`config.mk`:
```
export PLATFORM = sky130hd
export DESIGN_NAME = ifetch_unit
export DESIGN_NICKNAME = d
export VERILOG_FILES = /design/src/rtl/core_pkg.sv /design/src/rtl/ifetch_fifo.sv /design/src/rtl/ifetch_unit.sv
export SDC_FILE = /design/constraint.sdc
export NUM_CORES = 1
export LEC_CHECK = 0
export CAP_MARGIN = 25
export CELL_PAD_IN_SITES_DETAIL_PLACEMENT = 0
export CELL_PAD_IN_SITES_GLOBAL_PLACEMENT = 2
export CORE_MARGIN = 5
export CORE_UTILIZATION = 36
export CTS_BUF_LIST = sky130_fd_sc_hd__clkbuf_8
export DETAILED_ROUTE_END_ITERATION = 8
export GPL_TIMING_DRIVEN = 1
export PLACE_DENSITY_LB_ADDON = 0.1
export SYNTH_ARGS = -nofsm -noshare
export SYNTH_HDL_FRONTEND = slang
export SYNTH_HIERARCHICAL = 1
export SYNTH_SLANG_ARGS = --single-unit
```
`constraint.sdc`:
```
create_clock -name clk -period 3.7 [get_ports clk]
set_clock_uncertainty 0.1 [all_clocks]
set_input_delay 0.37 -clock clk [delete_from_list [all_inputs] [get_ports clk]]
set_output_delay 0.37 -clock clk [all_outputs]
set_load 0.01 [all_outputs]
```
`src/rtl/core_pkg.sv`:
```
// Shared fetch-stage types and constants for the RV32I front end.
// IFETCH_MISALIGN_EN adds a misaligned flag to the buffered fetch entry.
package core_pkg;

  localparam int unsigned XLEN   = 32;
  localparam int unsigned OP_LSB = 0;
  localparam int unsigned OP_MSB = 6;
  localparam int unsigned F3_LSB = 12;
  localparam int unsigned F3_MSB = 14;
  localparam int unsigned OP_W   = OP_MSB - OP_LSB + 1;
  localparam int unsigned F3_W   = F3_MSB - F3_LSB + 1;

  localparam logic [XLEN-1:0] NOP_INSTR = 32'h0000_0013;
  localparam logic [XLEN-1:0] PC_STEP   = 32'd4;
  localparam logic [XLEN-1:0] WORD_MASK = 32'hFFFF_FFFC;

  typedef enum logic [1:0] {
    BOOT  = 2'd0,
    RUN   = 2'd1,
    DRAIN = 2'd2
  } fetch_state_t;

  typedef struct packed {
`ifdef IFETCH_MISALIGN_EN
    logic            misaligned;
`endif
    logic [XLEN-1:0] pc;
    logic [XLEN-1:0] instr;
  } fetch_entry_t;

endpackage

```
`src/rtl/ifetch_fifo.sv`:
```
// Instruction buffer: power-of-two sync FIFO of fetch entries with flush.
// A flush may coincide with a push; the pushed entry becomes the only entry.
module ifetch_fifo
  import core_pkg::*;
#(
  parameter  int unsigned DEPTH = 2,
  localparam int unsigned CW    = $clog2(DEPTH + 1)
) (
  input  logic          clk,
  input  logic          rst_n,
  input  logic          flush,
  input  logic          push,
  input  fetch_entry_t  wdata,
  input  logic          pop,
  output fetch_entry_t  rdata,
  output logic [CW-1:0] count
);

  localparam int unsigned AW = $clog2(DEPTH);

  fetch_entry_t  mem [DEPTH];
  logic [AW-1:0] rd_ptr;
  logic [AW-1:0] wr_ptr;
  logic          do_pop;
  logic          do_push;

  // Pop is ignored on flush; push into a full buffer only alongside a pop.
  assign do_pop  = pop && (count != '0) && !flush;
  assign do_push = push && ((count != CW'(DEPTH)) || do_pop);
  assign rdata   = mem[rd_ptr];

  always_ff @(posedge clk or negedge rst_n) begin
    if (!rst_n) begin
      rd_ptr <= '0;
      wr_ptr <= '0;
      count  <= '0;
      for (int i = 0; i < int'(DEPTH); i++) begin
        mem[i] <= '0;
      end
    end else if (flush) begin
      rd_ptr <= '0;
      wr_ptr <= AW'(push);
      count  <= CW'(push);
      if (push) begin
        mem[0] <= wdata;
      end
    end else begin
      if (do_push) begin
        mem[wr_ptr] <= wdata;
        wr_ptr      <= wr_ptr + AW'(1);
      end
      if (do_pop) begin
        rd_ptr <= rd_ptr + AW'(1);
      end
      count <= count + CW'(do_push) - CW'(do_pop);
    end
  end

endmodule

```
`src/rtl/ifetch_unit.sv`:
```
// Instruction fetch stage: PC ownership, credit-limited imem requests, redirect drain.
// Optional IFETCH_MISALIGN_EN: misaligned redirect targets yield one flagged nop entry.
module ifetch_unit
  import core_pkg::*;
#(
  parameter logic [31:0] RESET_PC   = 32'h0000_0000,
  parameter int unsigned FIFO_DEPTH = 2
) (
  input  logic            clk,
  input  logic            rst_n,
  output logic            imem_req_valid,
  output logic [31:0]     imem_req_addr,
  input  logic            imem_req_ready,
  input  logic            imem_rsp_valid,
  input  logic [31:0]     imem_rsp_data,
  input  logic            redirect_valid,
  input  logic [31:0]     redirect_pc,
  output logic            id_valid,
  input  logic            id_ready,
  output logic [31:0]     id_instr,
  output logic [31:0]     id_pc,
  output logic [31:0]     id_pc_plus4,
  output logic [OP_W-1:0] id_op,
  output logic [F3_W-1:0] id_funct3
`ifdef IFETCH_MISALIGN_EN
  ,
  output logic            id_misaligned
`endif
);

  localparam int unsigned CW = $clog2(FIFO_DEPTH + 1);

  fetch_state_t  state;
  fetch_state_t  state_next;
  logic [31:0]   fetch_pc;
  logic [31:0]   fetch_pc_next;
  logic [31:0]   resp_pc;
  logic [31:0]   resp_pc_next;
  logic [CW-1:0] outstanding;
  logic [CW-1:0] outstanding_next;
  logic [CW-1:0] discard;
  logic [CW-1:0] discard_next;
  logic          halt;
  logic          halt_next;

  logic          redirect_take;
  logic          misalign_hit;
  logic          credit_ok;
  logic          req_fire;
  logic          rsp_take;
  logic          fifo_flush;
  logic          fifo_push;
  logic          fifo_pop;
  logic [CW-1:0] fifo_count;
  fetch_entry_t  push_entry;
  fetch_entry_t  head;
  fetch_entry_t  head_vis;

  assign redirect_take = redirect_valid && (state != BOOT);
`ifdef IFETCH_MISALIGN_EN
  assign misalign_hit  = redirect_take && (redirect_pc[1:0] != 2'b00);
`else
  assign misalign_hit  = 1'b0;
`endif

  // In-flight plus buffered instructions never exceed the buffer depth.
  assign credit_ok      = ((CW+1)'(outstanding) + (CW+1)'(fifo_count)) < (CW+1)'(FIFO_DEPTH);
  assign imem_req_valid = (state == RUN) && !halt && !redirect_valid && credit_ok;
  assign imem_req_addr  = fetch_pc;
  assign req_fire       = imem_req_valid && imem_req_ready;
  // Responses with nothing outstanding (e.g. leftovers from before reset) are ignored.
  assign rsp_take       = imem_rsp_valid && (outstanding != '0);

  always_comb begin
    state_next       = state;
    fetch_pc_next    = fetch_pc;
    resp_pc_next     = resp_pc;
    outstanding_next = outstanding + CW'(req_fire) - CW'(rsp_take);
    discard_next     = discard;
    halt_next        = halt;
    fifo_flush       = 1'b0;
    fifo_push        = 1'b0;
    push_entry       = '0;
    push_entry.pc    = resp_pc;
    push_entry.instr = imem_rsp_data;

    if (req_fire) begin
      fetch_pc_next = fetch_pc + PC_STEP;
    end

    // Redirect wins: flush, reload both PCs, drop everything still in flight.
    if (redirect_take) begin
      fifo_flush    = 1'b1;
      fetch_pc_next = redirect_pc & WORD_MASK;
      resp_pc_next  = redirect_pc & WORD_MASK;
      discard_next  = outstanding_next;
      halt_next     = misalign_hit;
      if (misalign_hit) begin
        fifo_push        = 1'b1;
        push_entry.pc    = redirect_pc;
        push_entry.instr = NOP_INSTR;
`ifdef IFETCH_MISALIGN_EN
        push_entry.misaligned = 1'b1;
`endif
      end
    end else if (rsp_take) begin
      if (discard != '0) begin
        discard_next = discard - CW'(1);
      end else begin
        fifo_push    = 1'b1;
        resp_pc_next = resp_pc + PC_STEP;
      end
    end

    case (state)
      BOOT:       state_next = RUN;
      RUN, DRAIN: state_next = (discard_next != '0) ? DRAIN : RUN;
      default:    state_next = BOOT;
    endcase
  end

  always_ff @(posedge clk or negedge rst_n) begin
    if (!rst_n) begin
      state       <= BOOT;
      fetch_pc    <= RESET_PC;
      resp_pc     <= RESET_PC;
      outstanding <= '0;
      discard     <= '0;
      halt        <= 1'b0;
    end else begin
      state       <= state_next;
      fetch_pc    <= fetch_pc_next;
      resp_pc     <= resp_pc_next;
      outstanding <= outstanding_next;
      discard     <= discard_next;
      halt        <= halt_next;
    end
  end

  assign fifo_pop = id_valid && id_ready;

  ifetch_fifo #(
    .DEPTH (FIFO_DEPTH)
  ) u_fifo (
    .clk   (clk),
    .rst_n (rst_n),
    .flush (fifo_flush),
    .push  (fifo_push),
    .wdata (push_entry),
    .pop   (fifo_pop),
    .rdata (head),
    .count (fifo_count)
  );

  // Decode sees zeros whenever the buffer is empty.
  assign id_valid    = (fifo_count != '0);
  assign head_vis    = id_valid ? head : '0;
  assign id_instr    = head_vis.instr;
  assign id_pc       = head_vis.pc;
  assign id_pc_plus4 = id_valid ? (head_vis.pc + PC_STEP) : '0;
  assign id_op       = head_vis.instr[OP_MSB:OP_LSB];
  assign id_funct3   = head_vis.instr[F3_MSB:F3_LSB];
`ifdef IFETCH_MISALIGN_EN
  assign id_misaligned = head_vis.misaligned;
`endif

endmodule

```
# Yosys cells after proc, flatten, opt, wreduce, memory -nomap -nowiden
# Cells that the tools add are included.
[totals] regBits=202 latch_bits=0 ram_bits=0 rom_bits=0 input_bits=70 out_inout_bits=140 mem_count=0
[op_classes] addsub=11 multipliers=0 div=0 order_cmp=4 eq_ne=5 shifts=0 n_mux=30 n_bitwise=3 reduce_logical=27
[op_table] cell="two-way mux 64 bit" n=7
[op_table] cell="two-way mux 32 bit" n=6
[op_table] cell="bitwise mux 128 bit" n=1
[op_table] cell="two-way mux 128 bit" n=1
[op_table] cell="adder 32 x 3 -> 32 bit (second input constant)" n=3
[op_table] cell="demux 64 bit (select 1 bit)" n=1
[op_table] cell="nonzero test 2 bit" n=9
[op_table] cell="logical AND 1 bit" n=10
[op_table] cell="two-way mux 2 bit" n=5
[op_table] cell="two-way mux 1 bit" n=8
[op_table] cell="inequality test 2 bit (second input constant)" n=3
[op_table] cell="AND reduction 2 bit" n=3
[op_table] cell="adder 2 x 1 -> 2 bit" n=2
[op_table] cell="greater-or-equal comparator 2 bit (second input constant)" n=2
[op_table] cell="inverter 1 -> 2 bit" n=2
[op_table] cell="case mux 2 bit (2 select lines)" n=1
[op_table] cell="subtractor 2 x 1 -> 2 bit" n=2
[op_table] cell="adder 2 x 2 -> 3 bit" n=1
[op_table] cell="< comparator 3 x 2 -> 1 bit (second input constant)" n=1
[op_table] cell="adder 1 bit (second input constant)" n=2
[op_table] cell="== test 2 x 1 -> 1 bit (second input constant)" n=1
[op_table] cell="== test 2 bit (second input constant)" n=1
[op_table] cell="zero test 1 bit" n=2
[op_table] cell="zero test 2 bit" n=1
[op_table] cell="other kinds (5)" n=5

# Longest topological paths before layout
# Gate-level depths: netlist (run 1).
[depth] depth_word=10 ltp_mapped=14 ltp_nobuf=13

# By module
# Netlist (run 1), hierarchy kept.
[by_module_without_submodules] mod="ifetch_fifo" n_inst=1 cells_each=366 area_per_inst_um2=6302.3 seq_area_each_um2=3303.2
[by_module_without_submodules] mod="ifetch_unit" n_inst=1 cells_each=588 area_per_inst_um2=4843.4 seq_area_each_um2=1651.6

# Worst setup path before layout (run 1)
# OpenSTA, ideal clock, no wires.
[synth_timing] path_type="flip-flop to flip-flop" from="register u_fifo.count[0]" to="register state[0]" arrival_time_ns=3.076 required_ns=3.482 setup_slack_ns=0.406 path_stages_with_launch=15 path_buffers=1 path_cell_list="dfrtp_1 and2_1 fa_1 or4b_4 buf_6 inv_1 nand2_1 ha_1 inv_1 ha_1 xor2_1 xnor2_1 a22o_1 a21oi_1 nor2_1"
[synth_between] elab_chain_cells=10
[synth_rtl] element="from (decl)" line="ifetch_fifo.sv:16" text="output logic [CW-1:0] count"
[synth_rtl] element="from (signal assigned)" line="ifetch_fifo.sv:43" text="count <= CW'(push);"
[synth_rtl] element="from (signal assigned)" line="ifetch_fifo.sv:55" text="count <= count + CW'(do_push) - CW'(do_pop);"
[synth_rtl] element="adder 2 x 2 -> 3 bit" line="ifetch_unit.sv:67" text="assign credit_ok = ((CW+1)'(outstanding) + (CW+1)'(fifo_count)) < (CW+1)'(FIFO_DEPTH);"
[synth_rtl] element="< comparator 3 x 2 -> 1 bit" line="ifetch_unit.sv:67"
[synth_rtl] element="logical AND 1 bit" line="ifetch_unit.sv:68" text="assign imem_req_valid = (state == RUN) && !halt && !redirect_valid && credit_ok;"
[synth_rtl] element="net imem_req_valid" line="ifetch_unit.sv:11" text="output logic imem_req_valid,"
[synth_rtl] element="logical AND 1 bit" line="ifetch_unit.sv:70" text="assign req_fire = imem_req_valid && imem_req_ready;"
[synth_rtl] element="adder 2 x 1 -> 2 bit" line="ifetch_unit.sv:78" text="outstanding_next = outstanding + CW'(req_fire) - CW'(rsp_take);"
[synth_rtl] element="subtractor 2 x 1 -> 2 bit" line="ifetch_unit.sv:78"
[synth_rtl] element="two-way mux 2 bit" line="ifetch_unit.sv:92" text="if (redirect_take) begin"
[synth_rtl] element="nonzero test 2 bit" line="ifetch_unit.sv:117" text="RUN, DRAIN: state_next = (discard_next != '0) ? DRAIN : RUN;"
[synth_rtl] element="two-way mux 2 bit" line="ifetch_unit.sv:117"
[synth_rtl] element="case mux 2 bit (2 select lines)" line="ifetch_unit.sv:115" text="case (state)"
[synth_rtl] element="net state_next[0]" line="ifetch_unit.sv:34" text="fetch_state_t state_next;"
[synth_rtl] element="to (signal assigned)" line="ifetch_unit.sv:131" text="state <= state_next;"
[synth_rtl] element="to (decl)" line="ifetch_unit.sv:33" text="fetch_state_t state;"
# The timed path passes the listed nets, and every way through them passes these cells.
# A chain may end at the register's enable or synchronous reset.

==> impl_metrics.py, run 1 <==
metrics = {
    "status": {
        "status": "finished, final reports clean",
    },
    "routing": {
        "drt_iter0_drc": 308,
        "firstDrtPassIters": 4,
        "antenna_left": 0,
        "drt_drc_violations_left": 0,
        "wl_per_cell_um": 18.8,
        "wl_mm": 29.3,
        "num_vias": 7703,
        "avgViaCountPerCell": 4.94,
    },
    "yosys": {
        "yosys.area_share.simple_pct": 15.3,
        "synth.area.mux_share_pct": 23.3,
        "synth_seq_cells": 198,
        "synthAdderAreaFrac_pct": 1.30,
        "synthFlopType": "dfrtp_1",
        "synth_edf_count": 0,
        "synth_xor_xnor_area_share_pct": 6.60,
        "synth_cell_types": 53,
        "synthCells": 954,
        "yosys_warnings": 6,
        "synth_compound_area_share_pct": 4.24,
        "yosysSeqAreaShare_pct": 44.5,
        "syn-cell-area_um2": 11100,
        "synth_top_family_by_area": "multiplexers",
        "async_flop_share_pct": 100,
        "syn_area_per_cell_um2": 11.7,
    },
    "clocking": {
        "cts_buffers": 17,
        "postCtsSetupRepairBufs": 0,
        "cts_buffer_depth": 2,
        "tritoncts": "built",
        "htree_levels": 4,
        "insertion_delay_ns": 0.47,
        "cts_sinks": 198,
        "root_buffer": "clkbuf_8",
        "path_clk_slew_ns": 0.10,
    },
    "placement": {
        "dpl_cell_area_um2": 13600,
        "pre_cts_ws_ns": 0.288,
        "gp_congestion": 0.768,
        "hpwlAfterDp_mm": 21.2,
        "port_buffers": 205,
    },
    "worst_setup_path": {
        "crit_path_start_kind": "flip-flop",
        "worstPathRequired_ns": 3.23,
        "crit_arrival_ns": 3.01,
        "crit_type": "reg2out",
        "worstPathMaxFanout": 24,
        "end_kind": "output port",
    },
    "layout": {
        "diodes": 0,
        "drive_gt1_share_pct": 24.3,
        "area_growth_pct": 25.9,
        "final_cell_mix": "dfrtp_1, clkdlybuf4s50_1, mux2_4",
        "final_cell_area_um2": 14000,
        "num-nets-final": 1232,
        "num-fill-cells": 2924,
        "final_common_cell": "dfrtp_1",
    },
    "flow_run": {
        "cap_violations": 0,
    },
    "floorplan": {
        "dieHeight_um": 186,
        "pin_count": 210,
        "core_um2": 30600,
        "initial_utilization_pct": 36.4,
        "rows": 64,
        "dieArea_um2": 34600,
        "die_x_um": 186,
    },
    "sta": {
        "fin_crit_ns": 3.48,
        "tns_ns": 0,
        "setup_viol": 0,
        "max_freq_ghz": 0.287,
        "rsz0062_at_grt": "no",
        "tightest_slew_ns": 1.02,
        "finalCritPeriodShare_pct": 94.2,
        "layout_setup_ws_ns": 0.216,
        "relSlewSlack_pct": 32.0,
        "hold_slack_ns": 0.412,
        "hold_viol": 0,
        "slew_viol_final": 0,
    },
    "global_routing": {
        "grt_pass1_vias": 7907,
        "overflow": 0,
        "grt_usage_pct": 16.9,
        "grt_antenna_before_repair": 0,
        "grt_start_max_net_pins": 96,
        "grt_pass1_wl_mm": 46.0,
    },
    "power": {
        "power_density_nw_per_um2": 897,
        "leakage_nw": 5.95,
        "vdd_drop_max_mv": 0.306,
        "power_mw": 12.6,
    },
    "min_path": {
        "hold_class": "reg2reg",
    },
}
-- area by class of cell --
class / instances / area, um2 / area share (%)
flip-flops and latches: 198 / 4960 / 35.3
clock inverters: 12 / 140 / 0.998
inverters: 17 / 66.3 / 0.472
well taps: 396 / 495 / 3.53
multi-input cells: 683 / 5740 / 40.9
repair buffers: 234 / 2360 / 16.8
clock buffers: 20 / 275 / 1.96
-- report_power, final --
part / switching [mW] / leakage [nW] / total [mW] / internal, mW
clock network: 0.801 / 0.208 / 1.47 / 0.668
registers: 0.883 / 2.35 / 4.08 / 3.20
logic: 3.15 / 3.39 / 7.04 / 3.90
total: 4.83 / 5.95 / 12.6 / 7.76
-- timing repair --
action | 4_1_cts | 5_1_grt
setup endpoints to repair | 15 | 16
gates resized for setup | 15 | 13
hold endpoints to repair | 93 | 0
hold buffers | 1 | 0
pin swaps | 0 | 2
-- critical path: stages (launching register included) --
cell	delay (ns)
dfrtp_2	0.39
buf_12	0.20
mux2_2	0.39
and2_1	0.16
ha_1	0.23
nand3_2	0.15
nor2_4	0.07
and3_1	0.19
xnor2_1	0.12
nor2_1	0.08
clkdlybuf4s50_1	0.55
-- stage by stage --
| step | instances | utilization (%) |
|---|---|---|
| floorplan | 959 | - |
| global placement | 1527 | 44.3 |
| detailed placement | 1527 | 44.3 |
| CTS | 1560 | 45.7 |
| global route | 1560 | 45.9 |
| finish | 1560 | 45.9 |
-- sequential cells by signal, indices dropped and copies added, names as in the netlist --
| register | cells |
|---|---|
| discard | 2 |
| imem_req_addr | 30 |
| outstanding | 2 |
| resp_pc | 30 |
| state | 2 |
| u_fifo/count | 2 |
| u_fifo/mem | 128 |
| u_fifo/rd_ptr | 1 |
| u_fifo/wr_ptr | 1 |
-- worst paths after layout --
| path | startpoint | end | slack, ns | cells past startpoint |
|---|---|---|---|---|
| worst max-delay path | u_fifo/rd_ptr | id_pc_plus4[10] | 0.22 | 10 |
| worst min-delay path | u_fifo/mem[94] | u_fifo/mem[94] | 0.41 | 1 |
| worst max register to register | outstanding[0] | state[0] | 0.28 | 13 |
| worst min register to register | u_fifo/mem[94] | u_fifo/mem[94] | 0.41 | 1 |
| max in group asynchronous | rst_n | u_fifo/count[1] | 2.25 | 3 |
| min in group asynchronous | rst_n | u_fifo/mem[30] | 0.42 | 2 |
-- synth_stat cells, types with 6 or more instances --
master / n / area (um2)
o21ai_0: 7 / 35.0
nand3_1: 38 / 190
mux2_2: 84 / 946
mux2_4: 109 / 1640
nand2_1: 28 / 105
nor3_1: 7 / 35.0
and3_1: 14 / 87.6
a31oi_1: 7 / 43.8
buf_2: 6 / 30.0
inv_1: 17 / 63.8
ha_1: 10 / 125
a21oi_1: 54 / 270
clkbuf_1: 22 / 82.6
buf_4: 15 / 113
nand4_1: 33 / 206
or3_1: 8 / 50.1
and2_1: 72 / 450
dfrtp_1: 198 / 4950
nor4_1: 7 / 43.8
buf_12: 6 / 120
nor2_1: 76 / 285
xnor2_1: 21 / 184
xor2_1: 63 / 552
-- cells by family (layout without fill, tap and decap cells) --
group | count (synthesis) | in the layout
buffers and inverters | 78 | 283
AO/OA/AOI/OAI | 81 | 81
multiplexers | 195 | 195
adder cells (fa/ha/maj) | 11 | 11
other | 1 | 6
flip-flops | 198 | 198
AND/OR/NAND/NOR | 306 | 306
XOR/XNOR | 84 | 84
-- metal layers --
metal	part of all wire, %	track usage [%]	up-vias
li1	-	-	3707
met1	51	24.8	3806
met2	44	26.2	179
met3	4.3	3.44	11
met4	0.68	3.24	0
met5	0	0	-
Power figures use the tool's default switching activity.
==> run 2, diff against run 1 <==
Settings changed: CORE_UTILIZATION 36 to 31, SYNTH_HIERARCHICAL 1 to default.
Clock period 3.7 ns to 3.1 ns, I/O delays scaled along.
==> run 2 against run 1 <==
Against the previous run: the flow now finishes with violations (setup timing); critical path depth is 1 higher; synthesized cell count is 2.9% higher; core utilization is 2.9 points lower; critical path type unchanged.
==> impl_metrics.py, run 2 <==
metrics = {
    "yosys": {
        "synthTopCellsByArea": "dfrtp_1, mux2_2, mux2i_1, xnor2_1, nor2_1",
        "synth_most_common_cell": "dfrtp_1",
        "synth_seq_cells": 195,
        "synthFlopType": "dfrtp_1",
        "async_flop_share_pct": 100,
        "synth_top_family_by_area": "multiplexers",
        "synth.area.mux_share_pct": 19.9,
        "synth_edf_count": 0,
        "yosys.area_share.simple_pct": 16.0,
        "syn-cell-area_um2": 10500,
        "synth_compound_area_share_pct": 4.56,
        "synthAdderAreaFrac_pct": 1.39,
        "synth_common_cells": "dfrtp_1, mux2_2, nor2_1",
        "synthCells": 982,
        "yosysTopAreaCell": "dfrtp_1",
        "synth_cell_types": 54,
        "yosys_warnings": 0,
        "synth_xor_xnor_area_share_pct": 6.78,
        "syn_area_per_cell_um2": 10.7,
        "yosysSeqAreaShare_pct": 46.6,
        "synth_top_area_share_pct": 46.6,
    },
    "global_routing": {
        "grt_pass1_vias": 8518,
        "grt_antenna_before_repair": 0,
        "grt_pass1_wl_mm": 49.0,
        "overflow": 0,
        "grt_usage_pct": 16.0,
        "grt_start_max_net_pins": 71,
        "grt_use_met2_pct": 24.6,
        "grt-busiest-layer": "met2",
        "grtUsageMet1_pct": 23.8,
        "grt.met3_usage_pct": 3.16,
    },
    "clocking": {
        "tritoncts": "built",
        "path_clk_slew_ns": 0.12,
        "root_buffer": "clkbuf_8",
        "cts_sinks": 195,
        "cts_buffer_depth": 2,
        "cts_buffers": 17,
        "htree_levels": 4,
        "insertion_delay_ns": 0.48,
    },
    "status": {
        "violations": "setup timing",
        "status": "finished, violations left",
    },
    "worst_setup_path": {
        "crit_type": "reg2out",
        "crit_path_start_kind": "flip-flop",
        "cp.buffers_inverters": 6,
        "worstPathRequired_ns": 2.69,
        "r2r_end": "state[0]",
        "end_kind": "output port",
        "critPathTopFamily": "buffers and inverters",
        "rr_startpoint": "u_fifo.count[0]",
        "cp_slowest_stage_delay_ns": 0.50,
        "crit_arrival_ns": 2.79,
        "worstPathMaxFanout": 5,
        "slowest_stage": "dfrtp_4",
        "crit_top_cell": "buf_6",
        "reg2regPathDepth": 13,
        "rrSetupSlack_ns": -0.03,
        "path_cells": "buf_6, buf_6, mux2i_4, a211oi_2, buf_4, nand4_1, buf_4, buf_6, nor4_4, mux2i_1, buf_2",
    },
    "floorplan": {
        "dieArea_um2": 37500,
        "dieHeight_um": 194,
        "core_um2": 33400,
        "pin_count": 210,
        "rows": 67,
        "die_x_um": 194,
        "initial_utilization_pct": 31.3,
    },
    "min_path": {
        "hold_class": "in2async",
    },
    "routing": {
        "wl_per_cell_um": 17.8,
        "drt_iter0_drc": 389,
        "drt_drc_violations_left": 0,
        "firstDrtPassIters": 4,
        "avgViaCountPerCell": 4.81,
        "wl_mm": 30.3,
        "antenna_left": 0,
        "num_vias": 8189,
    },
    "layout": {
        "final_cell_area_um2": 14400,
        "num-fill-cells": 3293,
        "diodes": 0,
        "largest_reg_flops": 125,
        "num-nets-final": 1324,
        "final_common_cell": "dfrtp_1",
        "area_growth_pct": 37.4,
        "max_flop_register": "u_fifo.mem",
        "final_cell_mix": "dfrtp_1, clkdlybuf4s50_1, mux2_2",
        "drive_gt1_share_pct": 28.9,
    },
    "placement": {
        "pre_cts_ws_ns": -0.0250,
        "dpl_cell_area_um2": 13400,
        "gp_congestion": 0.740,
        "hpwlAfterDp_mm": 22.4,
        "port_buffers": 205,
    },
    "sta": {
        "relSlewSlack_pct": 43.6,
        "slew_viol_final": 0,
        "hold_viol": 0,
        "rsz0062_at_grt": "yes",
        "hold_slack_ns": 0.295,
        "tns_ns": -0.311,
        "fin_crit_ns": 3.20,
        "tightest_slew_ns": 0.846,
        "finalCritPeriodShare_pct": 103,
        "max_freq_ghz": 0.312,
        "setup_viol": 7,
        "layout_setup_ws_ns": -0.101,
    },
    "power": {
        "vdd_drop_max_mv": 0.412,
        "power_density_nw_per_um2": 990,
        "leakage_nw": 6.03,
        "power_mw": 14.2,
    },
    "flow_run": {
        "cap_violations": 0,
    },
}
## run 2: what timing repair did
action | in CTS | in global routing
hold buffers | 1 | 0
resized for setup | 136 | 49
gates cloned | 0 | 0
setup endpoints to repair | 28 | 32
hold endpoints to repair | 67 | 0
buffers inserted | 21 | 7
pin swaps | 25 | 30
## run 2: cell families after synthesis
| group | after synthesis |
|---|---|
| simple gates | 322 |
| flops | 195 |
| mux | 192 |
| buf+inv | 96 |
| compound gates | 84 |
| xor+xnor | 81 |
| fa+ha+maj | 11 |
| other cells | 1 |
## run 2: where the power goes
| group | switching [mW] | total [mW] | internal, mW |
|---|---|---|---|
| clock network | 0.998 | 1.76 | 0.764 |
| logic | 3.57 | 7.58 | 4.01 |
| registers | 1.14 | 4.88 | 3.74 |
## run 2: area by class of cell
cell class	instances	area [um2]	area share, %
Clock buffer	18	248	1.72
Sequential cell	195	4880	34.0
Tap cell	448	561	3.90
Inverter	28	108	0.748
Timing Repair Buffer	309	2930	20.3
Multi-Input combinational cell	692	5490	38.2
Clock inverter	14	165	1.15
## run 2: worst max-delay path by stage
stage                              from         endpoint  slack (ns)  cells past startpoint
final                     u_fifo.rd_ptr  id_pc_plus4[31]       -0.10                     11
after CTS                 u_fifo.rd_ptr  id_pc_plus4[27]       -0.14                     11
after floorplan           u_fifo.rd_ptr  id_pc_plus4[16]       -0.04                     12
after detailed placement  u_fifo.rd_ptr  id_pc_plus4[14]       -0.03                      9
after global routing      u_fifo.rd_ptr  id_pc_plus4[31]       -0.24                     11
after global placement    u_fifo.rd_ptr  id_pc_plus4[22]        0.02                     10
## run 2: routing by layer
layer	wire, um	vias to the layer above
met5	0	-
met4	169	0
met3	1130	9
met2	13600	168
met1	15400	4067
li1	-	3945
## run 2: metrics by stage
| stage | utilization [%] | std cells |
|---|---|---|
| global route | 43.0 | 1704 |
| global placement | 40.1 | 1644 |
| floorplan | - | 983 |
| finish | 43.0 | 1704 |
| CTS | 42.3 | 1698 |
| detailed placement | 40.1 | 1644 |
==> run 3, diff against run 2 <==
Settings changed: CAP_MARGIN 25 to default, CORE_MARGIN 5 to default, TNS_END_PERCENT from default to 100.
==> run 3 against run 2 <==
Against the previous run: hold slack improved by 0.036 ns; largest power group unchanged; clock power fell by 4%; combinational power barely moved; critical path depth did not move; fmax fell by 1.3%; cell area barely moved; the run still ends with setup timing left; wire length fell by 4.1%; non-clock buffer count rose by 7; die area fell by 8.1%; sequential share of layout area barely moved.
==> impl_metrics.py, run 3 (synthesis results as in run 2) <==
metrics = {
    "flow_run": {
        "cap_violations": 0,
    },
    "clocking": {
        "htree_levels": 4,
        "insertion_delay_ns": 0.48,
        "cts_sinks": 195,
        "root_buffer": "clkbuf_8",
        "path_clk_slew_ns": 0.10,
        "cts_buffers": 17,
        "tritoncts": "built",
        "cts_buffer_depth": 2,
    },
    "global_routing": {
        "grt_pass1_vias": 8142,
        "grt_pass1_wl_mm": 45.6,
        "grt_usage_pct": 17.2,
        "overflow": 0,
        "grt_antenna_before_repair": 0,
        "grt_start_max_net_pins": 81,
    },
    "layout": {
        "largest_reg_flops": 125,
        "final_cell_mix": "dfrtp_1, clkdlybuf4s50_1, mux2_2",
        "num-nets-final": 1331,
        "area_growth_pct": 37.4,
        "max_flop_register": "u_fifo.mem",
        "drive_gt1_share_pct": 29.1,
        "final_common_cell": "dfrtp_1",
        "final_cell_area_um2": 14400,
        "diodes": 0,
        "utilization_pct": 43.7,
    },
    "worst_setup_path": {
        "worstPathRequired_ns": 2.69,
        "crit_path_start_kind": "flip-flop",
        "path_cells": "buf_12, buf_12, mux2i_2, a211oi_2, buf_4, nand4_1, buf_4, nor4_4, buf_4, mux2i_1, buf_2",
        "cp_slowest_stage_delay_ns": 0.50,
        "crit_arrival_ns": 2.83,
        "crit_type": "reg2out",
        "crit_top_cell": "buf_4",
        "slowest_stage": "dfrtp_4",
        "end_kind": "output port",
        "worstPathMaxFanout": 7,
    },
    "sta": {
        "relSlewSlack_pct": 50.5,
        "max_freq_ghz": 0.308,
        "layout_setup_ws_ns": -0.143,
        "setup_viol": 10,
        "fin_crit_ns": 3.24,
        "hold_viol": 0,
        "finalCritPeriodShare_pct": 105,
        "tightest_slew_ns": 0.743,
        "slew_viol_final": 0,
        "rsz0062_at_grt": "yes",
    },
    "power": {
        "power_density_nw_per_um2": 987,
        "leakage_nw": 6.01,
        "vdd_drop_max_mv": 0.319,
        "power_mw": 14.2,
    },
    "floorplan": {
        "initial_utilization_pct": 31.8,
        "rows": 66,
        "die_x_um": 186,
        "pin_count": 210,
        "dieHeight_um": 186,
        "core_um2": 32900,
        "dieArea_um2": 34500,
    },
    "routing": {
        "drt_drc_violations_left": 0,
        "avgViaCountPerCell": 4.79,
        "firstDrtPassIters": 6,
        "wl_per_cell_um": 17.0,
        "wl_mm": 29.0,
        "antenna_left": 0,
        "drt_iter0_drc": 267,
        "num_vias": 8171,
    },
    "placement": {
        "dpl_cell_area_um2": 13400,
        "gp_congestion": 0.766,
        "port_buffers": 205,
        "hpwlAfterDp_mm": 21.2,
    },
    "status": {
        "status": "finished, violations left",
        "violations": "setup timing",
    },
    "min_path": {
        "hold_class": "in2async",
    },
}
[run 3: changes by cell type in the layout (fill, tap and decap cells not counted), sizes merged]
cell and change:
buf +6, dlygate4sd2 -1, clkbuf +2, inv -1, clkinv -3, clkinvlp +4
[run 3: layer usage]
layer	part of all wire, %	track usage (%)	up-vias
met5	0	0	-
met2	43	25.1	193
li1	-	-	3956
met3	4.6	3.21	16
met4	0.78	3.64	0
met1	51	26.0	4006
[run 3: where the power goes]
| part | internal (mW) | switching (mW) | total [mW] |
|---|---|---|---|
| Combinational | 4.07 | 3.53 | 7.60 |
| Clock | 0.747 | 0.942 | 1.69 |
| Sequential | 3.74 | 1.16 | 4.90 |
| Total | 8.56 | 5.63 | 14.2 |
[run 3: cell type report]
class                           instances  area (um2)
Clock buffer                           18         248
Clock inverter                         14         154
Fill cell                            3272       18500
Inverter                               28         108
Multi-Input combinational cell        692        5460
Sequential cell                       195        4880
Tap cell                              442         553
Timing Repair Buffer                  316        2970
[run 3: metrics by stage]
step / cells / setup WS [ns] / hold slack [ns] / TNS (ns)
2_1_floorplan: 983 / -0.0351 / -0.0856 / -0.0381
3_3_place_gp: 1643 / -0.0989 / 0.315 / -0.241
3_5_place_dp: 1643 / -0.124 / 0.317 / -0.413
4_1_cts: 1694 / -0.207 / 0.321 / -1.73
5_1_grt: 1705 / -0.334 / 0.327 / -3.83
6_report: 1705 / -0.143 / 0.331 / -0.730
[run 3: final timing paths]
kind / to / slack, ns / start / cells past startpoint
setup / recovery: id_pc_plus4[31] / -0.14 / u_fifo.rd_ptr / 11
hold / removal: u_fifo.mem[0] / 0.33 / rst_n / 2
setup reg to reg: state[0] / -0.04 / u_fifo.count[0] / 13
hold reg to reg: u_fifo.mem[94] / 0.40 / u_fifo.mem[94] / 1
max in group asynchronous: u_fifo.mem[88] / 1.68 / rst_n / 3
min in group clk: u_fifo.mem[2] / 0.36 / imem_rsp_data[2] / 2
[run 3: timing repair]
| item | 4_1_cts | 5_1_grt |
|---|---|---|
| buffers inserted | 18 | 12 |
| hold buffers | 1 | 0 |
| gates cloned | 0 | 1 |
| resized for setup | 115 | 49 |
| endpoints found under the hold margin | 76 | 0 |
| pin swaps | 26 | 26 |
| setup endpoints to repair | 25 | 28 |
[run 3: worst max-delay path: cells and delay by family (launching register included)]
family / cells / cell delay, ns
AND/OR/NAND/NOR: 2 / 0.39
AO/OA/AOI/OAI: 1 / 0.20
buffers and inverters: 6 / 0.93
multiplexers: 2 / 0.33
flip-flops: 1 / 0.50
